`config.mk`:
```
export PLATFORM = sky130hd
export DESIGN_NAME = button_pulser
export DESIGN_NICKNAME = d
export VERILOG_FILES = /design/src/rtl/button_pulser.sv
export SDC_FILE = /design/constraint.sdc
export NUM_CORES = 1
export LEC_CHECK = 0
export ABC_CLOCK_PERIOD_IN_PS = 2150
export BUFFER_PORTS_ARGS = -buffer_cell sky130_fd_sc_hd__buf_2
export CAP_MARGIN = 10
export CORE_UTILIZATION = 55
export CTS_BUF_LIST = sky130_fd_sc_hd__clkbuf_16
export DETAILED_ROUTE_END_ITERATION = 10
export MAX_ROUTING_LAYER = met4
export PLACE_DENSITY = 0.73
export SYNTH_ARGS = -nofsm -noshare
export SYNTH_HDL_FRONTEND = slang
export SYNTH_HIERARCHICAL = 1
export SYNTH_SLANG_ARGS = --single-unit
```
`constraint.sdc`:
```
create_clock -name clk_in -period 2.15 [get_ports clk_in]
set_clock_uncertainty 0.1 [all_clocks]
set_input_delay 0 -clock clk_in [delete_from_list [all_inputs] [get_ports clk_in]]
set_output_delay 0 -clock clk_in [all_outputs]
set_load 0.005 [all_outputs]
```
`src/rtl/button_pulser.sv`:
```
// Two-channel push-button conditioner: synchronise, debounce, emit press pulses.
// Optional long-press detection is compiled in with BUTTON_PULSER_LONG_PRESS_EN;
// without it LONG_A/LONG_B are tied low and no hold counters exist.

// One button channel: polarity normalise, 2-flop sync, debounce, edge pulses.
module button_pulser_chan #(
  parameter int unsigned DEBOUNCE_CYCLES = 240000,
  parameter int unsigned LONG_CYCLES     = 12000000,
  parameter int unsigned ACTIVE_LOW      = 1
) (
  input  logic clk_in,
  input  logic rst_in,
  input  logic btn,
  output logic pulse,
  output logic level,
  output logic long_pulse
);

  localparam int unsigned CNT_W = $clog2(DEBOUNCE_CYCLES);
  localparam logic [CNT_W-1:0] CNT_LAST = CNT_W'(DEBOUNCE_CYCLES - 1);

  logic             pressed_c;
  logic             sync1_q;
  logic             sync2_q;
  logic [CNT_W-1:0] cnt_q;
  logic [CNT_W-1:0] cnt_d;
  logic             level_q;
  logic             level_d;
  logic             commit_c;
  logic             pulse_q;

  // Normalise so that 1 always means "pressed".
  assign pressed_c = (ACTIVE_LOW != 0) ? ~btn : btn;

  // Two-flop synchroniser for the asynchronous pin.
  always_ff @(posedge clk_in) begin
    if (rst_in) begin
      sync1_q <= 1'b0;
      sync2_q <= 1'b0;
    end else begin
      sync1_q <= pressed_c;
      sync2_q <= sync1_q;
    end
  end

  // Debounce next-state: count while the synced value disagrees, commit on the last count.
  always_comb begin
    cnt_d    = cnt_q;
    level_d  = level_q;
    commit_c = 1'b0;
    if (sync2_q == level_q) begin
      cnt_d = '0;
    end else if (cnt_q == CNT_LAST) begin
      level_d  = sync2_q;
      cnt_d    = '0;
      commit_c = 1'b1;
    end else begin
      cnt_d = cnt_q + CNT_W'(1);
    end
  end

  // Debounce state and press pulse registers; pulse only on an accepted 0->1.
  always_ff @(posedge clk_in) begin
    if (rst_in) begin
      cnt_q   <= '0;
      level_q <= 1'b0;
      pulse_q <= 1'b0;
    end else begin
      cnt_q   <= cnt_d;
      level_q <= level_d;
      pulse_q <= commit_c & sync2_q;
    end
  end

  assign pulse = pulse_q;
  assign level = level_q;

`ifdef BUTTON_PULSER_LONG_PRESS_EN
  localparam int unsigned HOLD_W = $clog2(LONG_CYCLES + 1);
  localparam logic [HOLD_W-1:0] HOLD_MAX = HOLD_W'(LONG_CYCLES);
  localparam logic [HOLD_W-1:0] HOLD_PRE = HOLD_W'(LONG_CYCLES - 1);

  logic [HOLD_W-1:0] hold_q;
  logic              long_q;

  // Hold counter: runs while pressed, saturates at LONG_CYCLES, clears on release.
  always_ff @(posedge clk_in) begin
    if (rst_in) begin
      hold_q <= '0;
      long_q <= 1'b0;
    end else if (!level_q) begin
      hold_q <= '0;
      long_q <= 1'b0;
    end else if (hold_q != HOLD_MAX) begin
      hold_q <= hold_q + HOLD_W'(1);
      long_q <= (hold_q == HOLD_PRE);
    end else begin
      long_q <= 1'b0;
    end
  end

  assign long_pulse = long_q;
`else
  // Long-press disabled: constant low; LONG_CYCLES stays referenced so both builds share one parameter set.
  assign long_pulse = 1'b0 && (LONG_CYCLES != 0);
`endif

endmodule

// Top level: two fully independent button channels.
module button_pulser #(
  parameter int unsigned DEBOUNCE_CYCLES = 240000,
  parameter int unsigned LONG_CYCLES     = 12000000,
  parameter int unsigned ACTIVE_LOW      = 1
) (
  input  logic clk_in,
  input  logic rst_in,
  input  logic BTN_A,
  input  logic BTN_B,
  output logic PULSE_A,
  output logic PULSE_B,
  output logic LEVEL_A,
  output logic LEVEL_B,
  output logic LONG_A,
  output logic LONG_B
);

  button_pulser_chan #(
    .DEBOUNCE_CYCLES(DEBOUNCE_CYCLES),
    .LONG_CYCLES    (LONG_CYCLES),
    .ACTIVE_LOW     (ACTIVE_LOW)
  ) u_chan_a (
    .clk_in    (clk_in),
    .rst_in    (rst_in),
    .btn       (BTN_A),
    .pulse     (PULSE_A),
    .level     (LEVEL_A),
    .long_pulse(LONG_A)
  );

  button_pulser_chan #(
    .DEBOUNCE_CYCLES(DEBOUNCE_CYCLES),
    .LONG_CYCLES    (LONG_CYCLES),
    .ACTIVE_LOW     (ACTIVE_LOW)
  ) u_chan_b (
    .clk_in    (clk_in),
    .rst_in    (rst_in),
    .btn       (BTN_B),
    .pulse     (PULSE_B),
    .level     (LEVEL_B),
    .long_pulse(LONG_B)
  );

endmodule

```
==> results.md <==
* Status: finished clean
* Root Buffer: clkbuf_16
* Core area at 3390 µm²
* Max cap viols at 0
* Peak VDD IR at 654.7 µV
* RD Place Congestion at 0.8632
* FMAX at 522.0 MHz
* Sink Count at 44
* CTS buffer count at 5
* Worst rel slew slack at 0.5995
* Post-Synthesis Cell Area at 1982 µm²
* Post-synthesis register bit count at 44
* Synthesized area per cell at 8.769 µm²
* Cells after DPL at 275
* Vias in the first global route at 1329
* Max Root-Sink Buffers at 2
* CP endpoint kind: flop
* Worst setup margin at 0.2344 ns
* Register area share after synthesis at 0.4444
* Grt total ovfl at 0
* Fin util at 0.6707
* Mux share of post-synthesis cell area at 0
* Worst Path Arrival at 1.98 ns
* Port-buffer cells at 7
* Final worst-path cycle share at 0.8910
* Final instance area at 2273 µm²
* Pre-CTS setup slack at 0.2510 ns
* Final Non-Filler Cells at 288
* Biggest regs: u_chan_a/cnt_q (18), u_chan_b/cnt_q (18)
* Post-synth cell types at 28
* Register area at 880.8 µm²
* Area delta synth->final at 14.71%
* First-pass GRT wire length at 5851 µm
* Tmin final at 1.916 ns
* M2 GR Usage at 0.2979
* Worst r2r src: u_chan_a/cnt_q[0]$_SDFF_PP0_
* Setup bufs post-CTS at 0
* Hold_ws at 0.3391 ns
* Lkg Pwr at 0.6934 nW
* Area share of fa/ha/maj cells after synthesis at 0.01263
* Routed wire length at 3507 µm
* Multi-input combinational cell area at 996.0 µm²
* Fillers at 283
* Initial antenna violation count at 0
* Initial Util at 0.5847
* Chip width at 62.03 µm
* Critical path startpoint category: flop
* Layout cells sized above 1 at 0.1488
* Largest family of logic cells by synthesized area: simple AND/OR/NAND/NOR gates
* Final hold vios at 0
* 1st-iter DRT viols at 66
* Worst endpoint required time at 2.22 ns
* Simple-gate area share of the yosys netlist at 0.3043
* GR Util met3 at 0.05590
* Drt drc at 0
* Grt met1 use at 0.2949
* WS Path Type: reg2reg
* Drt wl/cell at 12.18 µm
* N_diodes at 0
* Min-delay src: u_chan_b/sync1_q$_SDFF_PP0_
* Max Slew Vio Count at 0
* Ys Warns at 6
* Max Fanout on Critical Path at 18
* Most frequent cells in the layout: dfxtp_1 (44), nor2_1 (40), xnor2_1 (26)
* GR peak layer: met2
* PwrDens at 697.0 nW/µm²
* Share of the synthesized area in the top cell type at 0.4444
* Commonest non-fill, non-tap cell in the layout: dfxtp_1
* Worst Tran Pin Value at 0.5952 ns
* Post-layout power at 1.584 mW
* TritonCTS clock tree: built
* # IOs at 10
* Resize count post-CTS at 0
* Mean number of vias per cell at 5.215
* Antenna Violating Nets Remaining at 0
* Area contributors post-synth: dfxtp_1 (44%), xnor2_1 (11%), nor2_1 (7.6%)
* RSZ-0062 raised after global routing: no
* TritonRoute pass-1 iters at 4
* Largest net degree at the start of global routing at 19
* Setup tns final at 0 ns
* Post-layout nets at 247
* Complex-gate fraction of the synthesized area at 0.04040
* Cell taking the most area after synthesis: dfxtp_1
* Cell Area, Placed at 2079 µm²
* Vias at 1502
* Synth Instances at 226
* Xor-xnor portion of the synthesized cell area at 0.1414
* Setup Viol. Count Final at 0
* Worst-path clk slew at 0.06 ns
* Gr usage total at 0.2133
* Syn Nets at 232
* Htree depth at 2
* CP startpoint: u_chan_a/cnt_q[0]$_SDFF_PP0_
* Row cnt at 21
* Clock Latency Late Sink at 0.28 ns
* Hold Crit Class: reg2reg
* Die ar. at 3848 µm²
* Post-detailed-placement half-perimeter wirelength at 2328 µm
* Die Y at 62.03 µm
==> path summary, 6_finish.rpt <==
kind	end	slack [ns]	cells past startpoint
min	u_chan_b/sync2_q$_SDFF_PP0_	0.34	1
max reg2reg	u_chan_a/cnt_q[9]$_SDFF_PP0_	0.23	6
max	u_chan_a/cnt_q[9]$_SDFF_PP0_	0.23	6
min reg2reg	u_chan_b/sync2_q$_SDFF_PP0_	0.34	1
==> logic make-up (layout without fill, tap and decap cells) <==
group	Yosys count	after routing
adders and majority gates	2	2
AOI/OAI and AO/OA	10	10
and+or+nand+nor	116	116
buffers and inverters	20	36
other	2	2
DFF	44	44
xor gates and xnor gates	32	32
==> power by group <==
group,switching (mW),internal (mW)
clock,0.309,0.426
combinational,0.0124,0.0150
sequential,0.00292,0.820
==> worst max-delay path, stage by stage (launching register included) <==
cell and delay [ns]:
dfxtp_1 0.39, ha_1 0.25, nand2_1 0.17, nor4_2 0.41, a211o_1 0.19, buf_4 0.22
nor2_1 0.07
==> Yosys cell counts (all sizes together) <==
library cell	number
nand2	12
inv	6
and3	2
nor3	8
nand4	8
or3	2
clkbuf	2
xnor2	26
xor2	6
o21ba	2
dfxtp	44
nor2	40
a21oi	2
a21boi	2
nor2b	2
or4	2
nor4	16
or3b	2
ha	2
nand3	18
a211o	2
conb	2
nand2b	4
buf	12
o21ai	2
==> layout make-up <==
class                           count  area share
Multi-Input combinational cell    162      0.4381
Sequential cell                    44      0.3875
Timing Repair Buffer               22     0.07595
Clock buffer                        5     0.05504
Tap cell                           46     0.02532
Inverter                            6    0.009906
Clock inverter                      3    0.008255
==> timing repair <==
item,CTS,global route
endpoints found under the hold margin,6,0
setup endpoints to repair,0,0
hold buffers,5,0
==> layer usage <==
layer / up-vias / part of all wire
met2: 33 / 0.42
met1: 680 / 0.52
met3: 4 / 0.046
met5: - / 0
met4: 0 / 0.011
li1: 785 / -
Power figures use the tool's default switching activity.
